<file path="src/rtl/max_pool_2x2_ctrl_pkg.sv">
// Shared constants, FSM state encoding and the compare helper for the 2x2 max-pool stage.
package max_pool_2x2_ctrl_pkg;

    localparam int DATA_W     = 8;
    localparam int IMG_W      = 8;
    localparam int ADDR_W     = 7;
    localparam int BANK_SZ    = 2 * IMG_W;
    localparam int BANK0_BASE = 0;
    localparam int BANK1_BASE = 16;

    typedef enum logic [2:0] {
        ST_IDLE,
        ST_RD,
        ST_WAIT,
        ST_OUT,
        ST_FREE
    } state_t;

    function automatic logic [DATA_W-1:0] max2(input logic [DATA_W-1:0] a,
                                               input logic [DATA_W-1:0] b);
        return (a > b) ? a : b;
    endfunction

endpackage

</file>
<file path="src/rtl/max_pool_2x2_ctrl_if.sv">
// Pooled-pixel stream: valid/ready handshake carrying the window maximum and a bank-end marker.
interface max_pool_2x2_ctrl_if;
    import max_pool_2x2_ctrl_pkg::*;

    logic              out_valid;
    logic              out_ready;
    logic [DATA_W-1:0] out_data;
    logic              out_last;

    modport master (output out_valid, output out_data, output out_last, input  out_ready);
    modport slave  (input  out_valid, input  out_data, input  out_last, output out_ready);

endinterface

</file>
<file path="src/rtl/max_pool_2x2_ctrl.sv">
// 2x2/stride-2 max pooling over a two-bank ping-pong buffer, banks consumed strictly alternating.
// Latency: first read 1 cycle after a pending bank is seen; result 5 cycles after the first read; >=6 cycles/window.
// Backpressure: holds the result in OUT with no reads issued until out_ready; the bank is freed after its last window.
module max_pool_2x2_ctrl
    import max_pool_2x2_ctrl_pkg::*;
(
    input  logic                      clk,
    input  logic                      rst,
    input  logic [1:0]                bank_full,
    output logic [1:0]                bank_free,
    output logic                      rd_en,
    output logic [ADDR_W-1:0]         rd_addr,
    input  logic [DATA_W-1:0]         rd_data,
    max_pool_2x2_ctrl_if.master       out_if
);

    localparam int WINS  = IMG_W / 2;
    localparam int WIN_W = (WINS > 1) ? $clog2(WINS) : 1;
    localparam logic [WIN_W-1:0] WIN_LAST = WIN_W'(WINS - 1);

    state_t            state;
    logic [1:0]        pending;
    logic              cur_bank;
    logic [WIN_W-1:0]  win;
    logic [1:0]        k;
    logic [DATA_W-1:0] max_q;
    logic              out_valid_q;
    logic [DATA_W-1:0] out_data_q;
    logic              out_last_q;

    // k selects the window corner: bit0 = column offset, bit1 = second row.
    function automatic logic [ADDR_W-1:0] pix_addr(input logic             bank,
                                                   input logic [WIN_W-1:0] w,
                                                   input logic [1:0]       kk);
        logic [ADDR_W-1:0] a;
        a = bank ? ADDR_W'(BANK1_BASE) : ADDR_W'(BANK0_BASE);
        a = a + (ADDR_W'(w) << 1) + ADDR_W'(kk[0]);
        if (kk[1]) a = a + ADDR_W'(IMG_W);
        return a;
    endfunction

    always_ff @(posedge clk or negedge rst) begin
        if (!rst) begin
            state       <= ST_IDLE;
            pending     <= 2'b00;
            cur_bank    <= 1'b0;
            win         <= '0;
            k           <= 2'd0;
            max_q       <= '0;
            rd_en       <= 1'b0;
            rd_addr     <= '0;
            bank_free   <= 2'b00;
            out_valid_q <= 1'b0;
            out_data_q  <= '0;
            out_last_q  <= 1'b0;
        end else begin
            bank_free <= 2'b00;
            pending   <= pending | bank_full;
            case (state)
                ST_IDLE: begin
                    if (pending[cur_bank]) begin
                        state   <= ST_RD;
                        win     <= '0;
                        k       <= 2'd0;
                        rd_en   <= 1'b1;
                        rd_addr <= pix_addr(cur_bank, '0, 2'd0);
                    end
                end
                ST_RD: begin
                    // rd_data lags rd_en by one cycle, so corner k-1 arrives while k is issued.
                    if (k == 2'd1)      max_q <= rd_data;
                    else if (k != 2'd0) max_q <= max2(max_q, rd_data);
                    if (k == 2'd3) begin
                        rd_en <= 1'b0;
                        state <= ST_WAIT;
                    end else begin
                        rd_addr <= pix_addr(cur_bank, win, k + 2'd1);
                    end
                    k <= k + 2'd1;
                end
                ST_WAIT: begin
                    out_data_q  <= max2(max_q, rd_data);
                    out_last_q  <= (win == WIN_LAST);
                    out_valid_q <= 1'b1;
                    state       <= ST_OUT;
                end
                ST_OUT: begin
                    if (out_if.out_ready) begin
                        out_valid_q <= 1'b0;
                        out_last_q  <= 1'b0;
                        if (win != WIN_LAST) begin
                            win     <= WIN_W'(win + 1'b1);
                            k       <= 2'd0;
                            rd_en   <= 1'b1;
                            rd_addr <= pix_addr(cur_bank, WIN_W'(win + 1'b1), 2'd0);
                            state   <= ST_RD;
                        end else begin
                            bank_free[cur_bank] <= 1'b1;
                            state               <= ST_FREE;
                        end
                    end
                end
                ST_FREE: begin
                    // A fresh bank_full landing on this same edge must survive the clear.
                    pending  <= (pending & ~(2'b01 << cur_bank)) | bank_full;
                    cur_bank <= ~cur_bank;
                    state    <= ST_IDLE;
                end
                default: state <= ST_IDLE;
            endcase
        end
    end

    assign out_if.out_valid = out_valid_q;
    assign out_if.out_data  = out_data_q;
    assign out_if.out_last  = out_last_q;

endmodule

</file>
<file path="src/flat_wrapper.sv">
// flat-port wrapper written by rule: the top's interface ports become plain ports
module max_pool_2x2_ctrl_flat import max_pool_2x2_ctrl_pkg::*;
  (clk, rst, bank_full, bank_free, rd_en, rd_addr, rd_data, out_if_out_valid, out_if_out_data, out_if_out_last, out_if_out_ready);
  max_pool_2x2_ctrl_if out_if_i ();
  input  logic clk;
  input  logic rst;
  input  logic [1:0] bank_full;
  output logic [1:0] bank_free;
  output logic rd_en;
  output logic [ADDR_W-1:0] rd_addr;
  input  logic [DATA_W-1:0] rd_data;
  output wire logic [$bits(out_if_i.out_valid)-1:0] out_if_out_valid;
  output wire logic [$bits(out_if_i.out_data)-1:0] out_if_out_data;
  output wire logic [$bits(out_if_i.out_last)-1:0] out_if_out_last;
  input wire logic [$bits(out_if_i.out_ready)-1:0] out_if_out_ready;
  assign out_if_out_valid = out_if_i.out_valid;
  assign out_if_out_data = out_if_i.out_data;
  assign out_if_out_last = out_if_i.out_last;
  assign out_if_i.out_ready = out_if_out_ready;
  max_pool_2x2_ctrl u_core (.clk(clk), .rst(rst), .bank_full(bank_full), .bank_free(bank_free), .rd_en(rd_en), .rd_addr(rd_addr), .rd_data(rd_data), .out_if(out_if_i));
endmodule
</file>
<file path="config.mk">
export PLATFORM = sky130hd
export DESIGN_NAME = max_pool_2x2_ctrl_flat
export DESIGN_NICKNAME = d
export VERILOG_FILES = /design/src/rtl/max_pool_2x2_ctrl_pkg.sv /design/src/rtl/max_pool_2x2_ctrl_if.sv /design/src/rtl/max_pool_2x2_ctrl.sv /design/src/flat_wrapper.sv
export SDC_FILE = /design/constraint.sdc
export NUM_CORES = 1
export LEC_CHECK = 0
export CAP_MARGIN = 20
export CELL_PAD_IN_SITES_DETAIL_PLACEMENT = 0
export CELL_PAD_IN_SITES_GLOBAL_PLACEMENT = 1
export CORE_MARGIN = 8
export CORE_UTILIZATION = 40
export CTS_CLUSTER_SIZE = 12
export DETAILED_ROUTE_END_ITERATION = 8
export GPL_ROUTABILITY_DRIVEN = 0
export HOLD_SLACK_MARGIN = 0.12
export PLACE_DENSITY = 0.77
export SETUP_SLACK_MARGIN = 0.05
export SYNTH_ARGS = -nofsm -noshare
export SYNTH_HDL_FRONTEND = slang
export SYNTH_SLANG_ARGS = --single-unit
</file>
<file path="constraint.sdc">
create_clock -name clk -period 3.01 [get_ports clk]
set_input_delay 0.602 -clock clk [delete_from_list [all_inputs] [get_ports clk]]
set_output_delay 0.602 -clock clk [all_outputs]
set_load 0.01 [all_outputs]
</file>
==> impl_metrics.toml, run 1 <==
[die]
initial_utilization = 0.408
die_w_um = 84.7
io-pin-count = 33
core_area_mm2 = 0.00463
dieArea_mm2 = 0.00718
die_h_um = 84.7
rows = 25

[yosys]
synth_cell_type_count = 35
syn_area_per_cell_um2 = 10.1
synth_warnings = 0
synth_cells = 187
ys_seq_elements = 36
yosysSeqAreaShare = 0.477
yosysTopAreaCellShare = 0.477
synthTopCellsByArea = "dfrtp_1 (48%), ha_1 (7.9%), mux2_2 (7.7%), nand2_1 (6.4%), o211ai_1 (3.6%)"
synth_area_leader_cell = "dfrtp_1"
syn_area_mm2 = 0.00189

[global_routing]
grt_pass1_vias = 1491
track_usage = 0.117
grt.overflow.total = 0
grt_first_pass_wirelength_mm = 6.87
grt_max_degree = 37
antenna_found_initial = 0

[cts]
ctsLongestPathBuffers = 2
htreeDepth = 2
clockRootBuffer = "clkbuf_8"
cts_hold_buf = 0
cts.sinks = 36
cts_made_buffers = 5
clk_latency_ps = 280
cts_resized = 0
path_clk_slew_ps = 70
post-cts-setup-buffers = 0
cts_tree = "yes"

[timing]
fin_crit_ps = 2700
fin_crit_sh = 0.898
tightest_slew_ps = 784
clock.fmax_mhz = 370
hold_violations = 0
rsz0062_at_grt = "no"
fin_worst_skew_ps = 6.23
drv_slew = 0
setup_viol = 0
fin_hold_ws_ps = 389
final.setup.tns_ps = 0
timing.slew.headroom = 0.477

[setup_path]
r2r_start = "u_core.max_q[3]$_DFFE_PN0P_"
crit_path_max_incr_delay_ps = 480
crit_path_end_kind = "register"
crit_fanout = 5
path_buf_inv = 3
reg2reg_to = "u_core.max_q[7]$_DFFE_PN0P_"
r2r_slack_ps = 720
cp.required_ps = 3180
reg2regPathDepth = 7
worstPathArrival_ps = 2870
cpMaxStageDelayCell = "clkdlybuf4s50_1"
criticalPathCategory = "in -> reg"
startpoint_type = "primary input"
crit_family = "buffers and inverters"
crit_chain = "clkdlybuf4s50_1 > inv_1 > ha_1 > nand4_1 > or2_1 > and3b_4 > a2111oi_4 > buf_4 > mux2_2"

[finish]
syn_to_final_growth_pct = 30.0
drive_above_1_share = 0.162
antennaDiodeCount = 0
fillers = 430
nNetsFinal = 253

[power]
seqPwrFrac = 0.325
clockPowerShare = 0.225
vdd_drop_max_v = 0.000490
swShare = 0.337
p_leak_nw = 1.12
power.internal_w = 0.00173
p_switching_w = 0.000880
powerDensity_mw_per_mm2 = 1060
power_frac_comb = 0.450

[placement]
io_buffers = 30
dpl.hpwl_mm = 2.91

[routing]
drt-total-wl_mm = 3.92
drtIter0Drc = 30
route.detailed.drc = 0
postRouteAntennaNets = 0
vias = 1434
drt_pass1_iterations = 4
vias_per_cell = 5.07
wl_per_cell_um = 13.9

[run_status]
status = "complete, no violations"

[job]
maxCapViolations = 0

[min_path]
hold_path_class = "in -> async"
==> Yosys cell counts <==
master and count:
o22ai_1 1, o21ai_1 1, conb_1 1, a311oi_1 1
or2_2 1, o2bb2ai_1 1, o21bai_1 1, nor2b_1 4
buf_4 2, mux2i_1 2, and2_1 3, nand2_1 32
and3b_4 1, and3_1 2, nand3_1 3, a21oi_1 8
mux2_2 13, xnor2_1 1, a211o_2 1, buf_1 1
dfrtp_1 36, nand2b_1 2, inv_1 14, o21ai_0 2
or2_1 1, nand4_1 9, o211ai_1 9, a2bb2oi_1 1
nor2_1 10, a21o_1 4, clkbuf_1 4, nand4_2 1
a2111oi_4 1, a21boi_0 1, ha_1 12
==> power groups by stage <==
stage          clock network (W)  registers [W]  logic [W]
2_1_floorplan                  0       0.000849   0.000734
3_3_place_gp                   0       0.000856    0.00118
3_5_place_dp                   0       0.000859    0.00119
4_1_cts                 0.000604       0.000851    0.00120
5_1_grt                 0.000618       0.000884    0.00131
6_report                0.000588       0.000848    0.00118
==> layout make-up <==
cell class              count  area (um2)  area share
multi-input cells         131         906       0.369
flip-flops and latches     36         901       0.367
repair buffers             40         370       0.151
clock inverters             3        90.1      0.0367
clock buffers               5        68.8      0.0280
well taps                  54        67.6      0.0275
inverters                  14        52.6      0.0214
==> flip-flops by register name, indices dropped and copies added (netlist names) <==
register                 flops
u_core.pending               2
u_core.out_if.out_valid      1
u_core.rd_en                 1
u_core.win                   2
u_core.k                     2
u_core.rd_addr               5
u_core.out_if.out_data       8
u_core.cur_bank              1
u_core.bank_free             2
u_core.state                 3
u_core.max_q                 8
u_core.out_if.out_last       1
==> worst max path at each step <==
stage          startpoint                     endpoint  cells after the start
2_1_floorplan  rd_data[7]  u_core.max_q[0]$_DFFE_PN0P_                      7
3_3_place_gp   rd_data[3]  u_core.max_q[4]$_DFFE_PN0P_                      9
3_5_place_dp   rd_data[3]  u_core.max_q[7]$_DFFE_PN0P_                      9
4_1_cts        rd_data[3]  u_core.max_q[7]$_DFFE_PN0P_                      9
5_1_grt        rd_data[3]  u_core.max_q[2]$_DFFE_PN0P_                      9
6_report       rd_data[3]  u_core.max_q[7]$_DFFE_PN0P_                      9
==> per-layer routing <==
metal	global-route usage	vias to the layer above	part of all wire
met4	0.0356	0	0.0094
li1	-	727	-
met2	0.184	32	0.44
met3	0.0400	4	0.055
met1	0.147	671	0.50
met5	0	-	0
==> kinds of logic after synthesis <==
logic type | share of synthesized area
compound gates | 0.126
simple gates | 0.177
xor+xnor | 0.00464
mux | 0.0881
buf+inv | 0.0457
flops | 0.477
fa+ha+maj | 0.0795
other cells | 0.00198
==> cell usage in the layout, fill, tap and decap left out, types with 2 or more instances in the layout <==
master / n
buf_4: 10
conb_1: 2
bufinv_16: 3
and3_1: 2
clkdlybuf4s50_1: 29
mux2_2: 13
o211ai_1: 9
nand3_1: 3
nor2_1: 10
nand2b_1: 2
ha_1: 12
and2_1: 3
clkbuf_8: 5
inv_1: 14
dfrtp_1: 36
o21ai_0: 2
a21o_1: 4
nor2b_1: 4
nand2_1: 32
mux2i_1: 2
nand4_1: 9
a21oi_1: 8
==> through the flow <==
stage / instances / total power (W) / area, um2 / utilization / setup WS, ps
6_report: 283 / 0.00261 / 2460 / 0.531 / 307
3_3_place_gp: 275 / 0.00204 / 2300 / 0.496 / 44.6
3_5_place_dp: 275 / 0.00205 / 2300 / 0.496 / 29.4
5_1_grt: 283 / 0.00281 / 2460 / 0.531 / 199
2_1_floorplan: 188 / 0.00158 / 1890 / - / 529
4_1_cts: 283 / 0.00265 / 2460 / 0.531 / 315
Note: power is estimated with default switching activity, not from simulation.
==> run 2, diff against run 1 <==
--- a/config.mk
+++ b/config.mk
@@ -10,6 +10,7 @@
 export CELL_PAD_IN_SITES_GLOBAL_PLACEMENT = 1
 export CORE_MARGIN = 8
 export CORE_UTILIZATION = 40
+export CTS_CLUSTER_DIAMETER = 60
 export CTS_CLUSTER_SIZE = 12
 export DETAILED_ROUTE_END_ITERATION = 8
 export GPL_ROUTABILITY_DRIVEN = 0
==> results of run 2 <==
Final layout, timing and power as in run 1 (identical DEF).
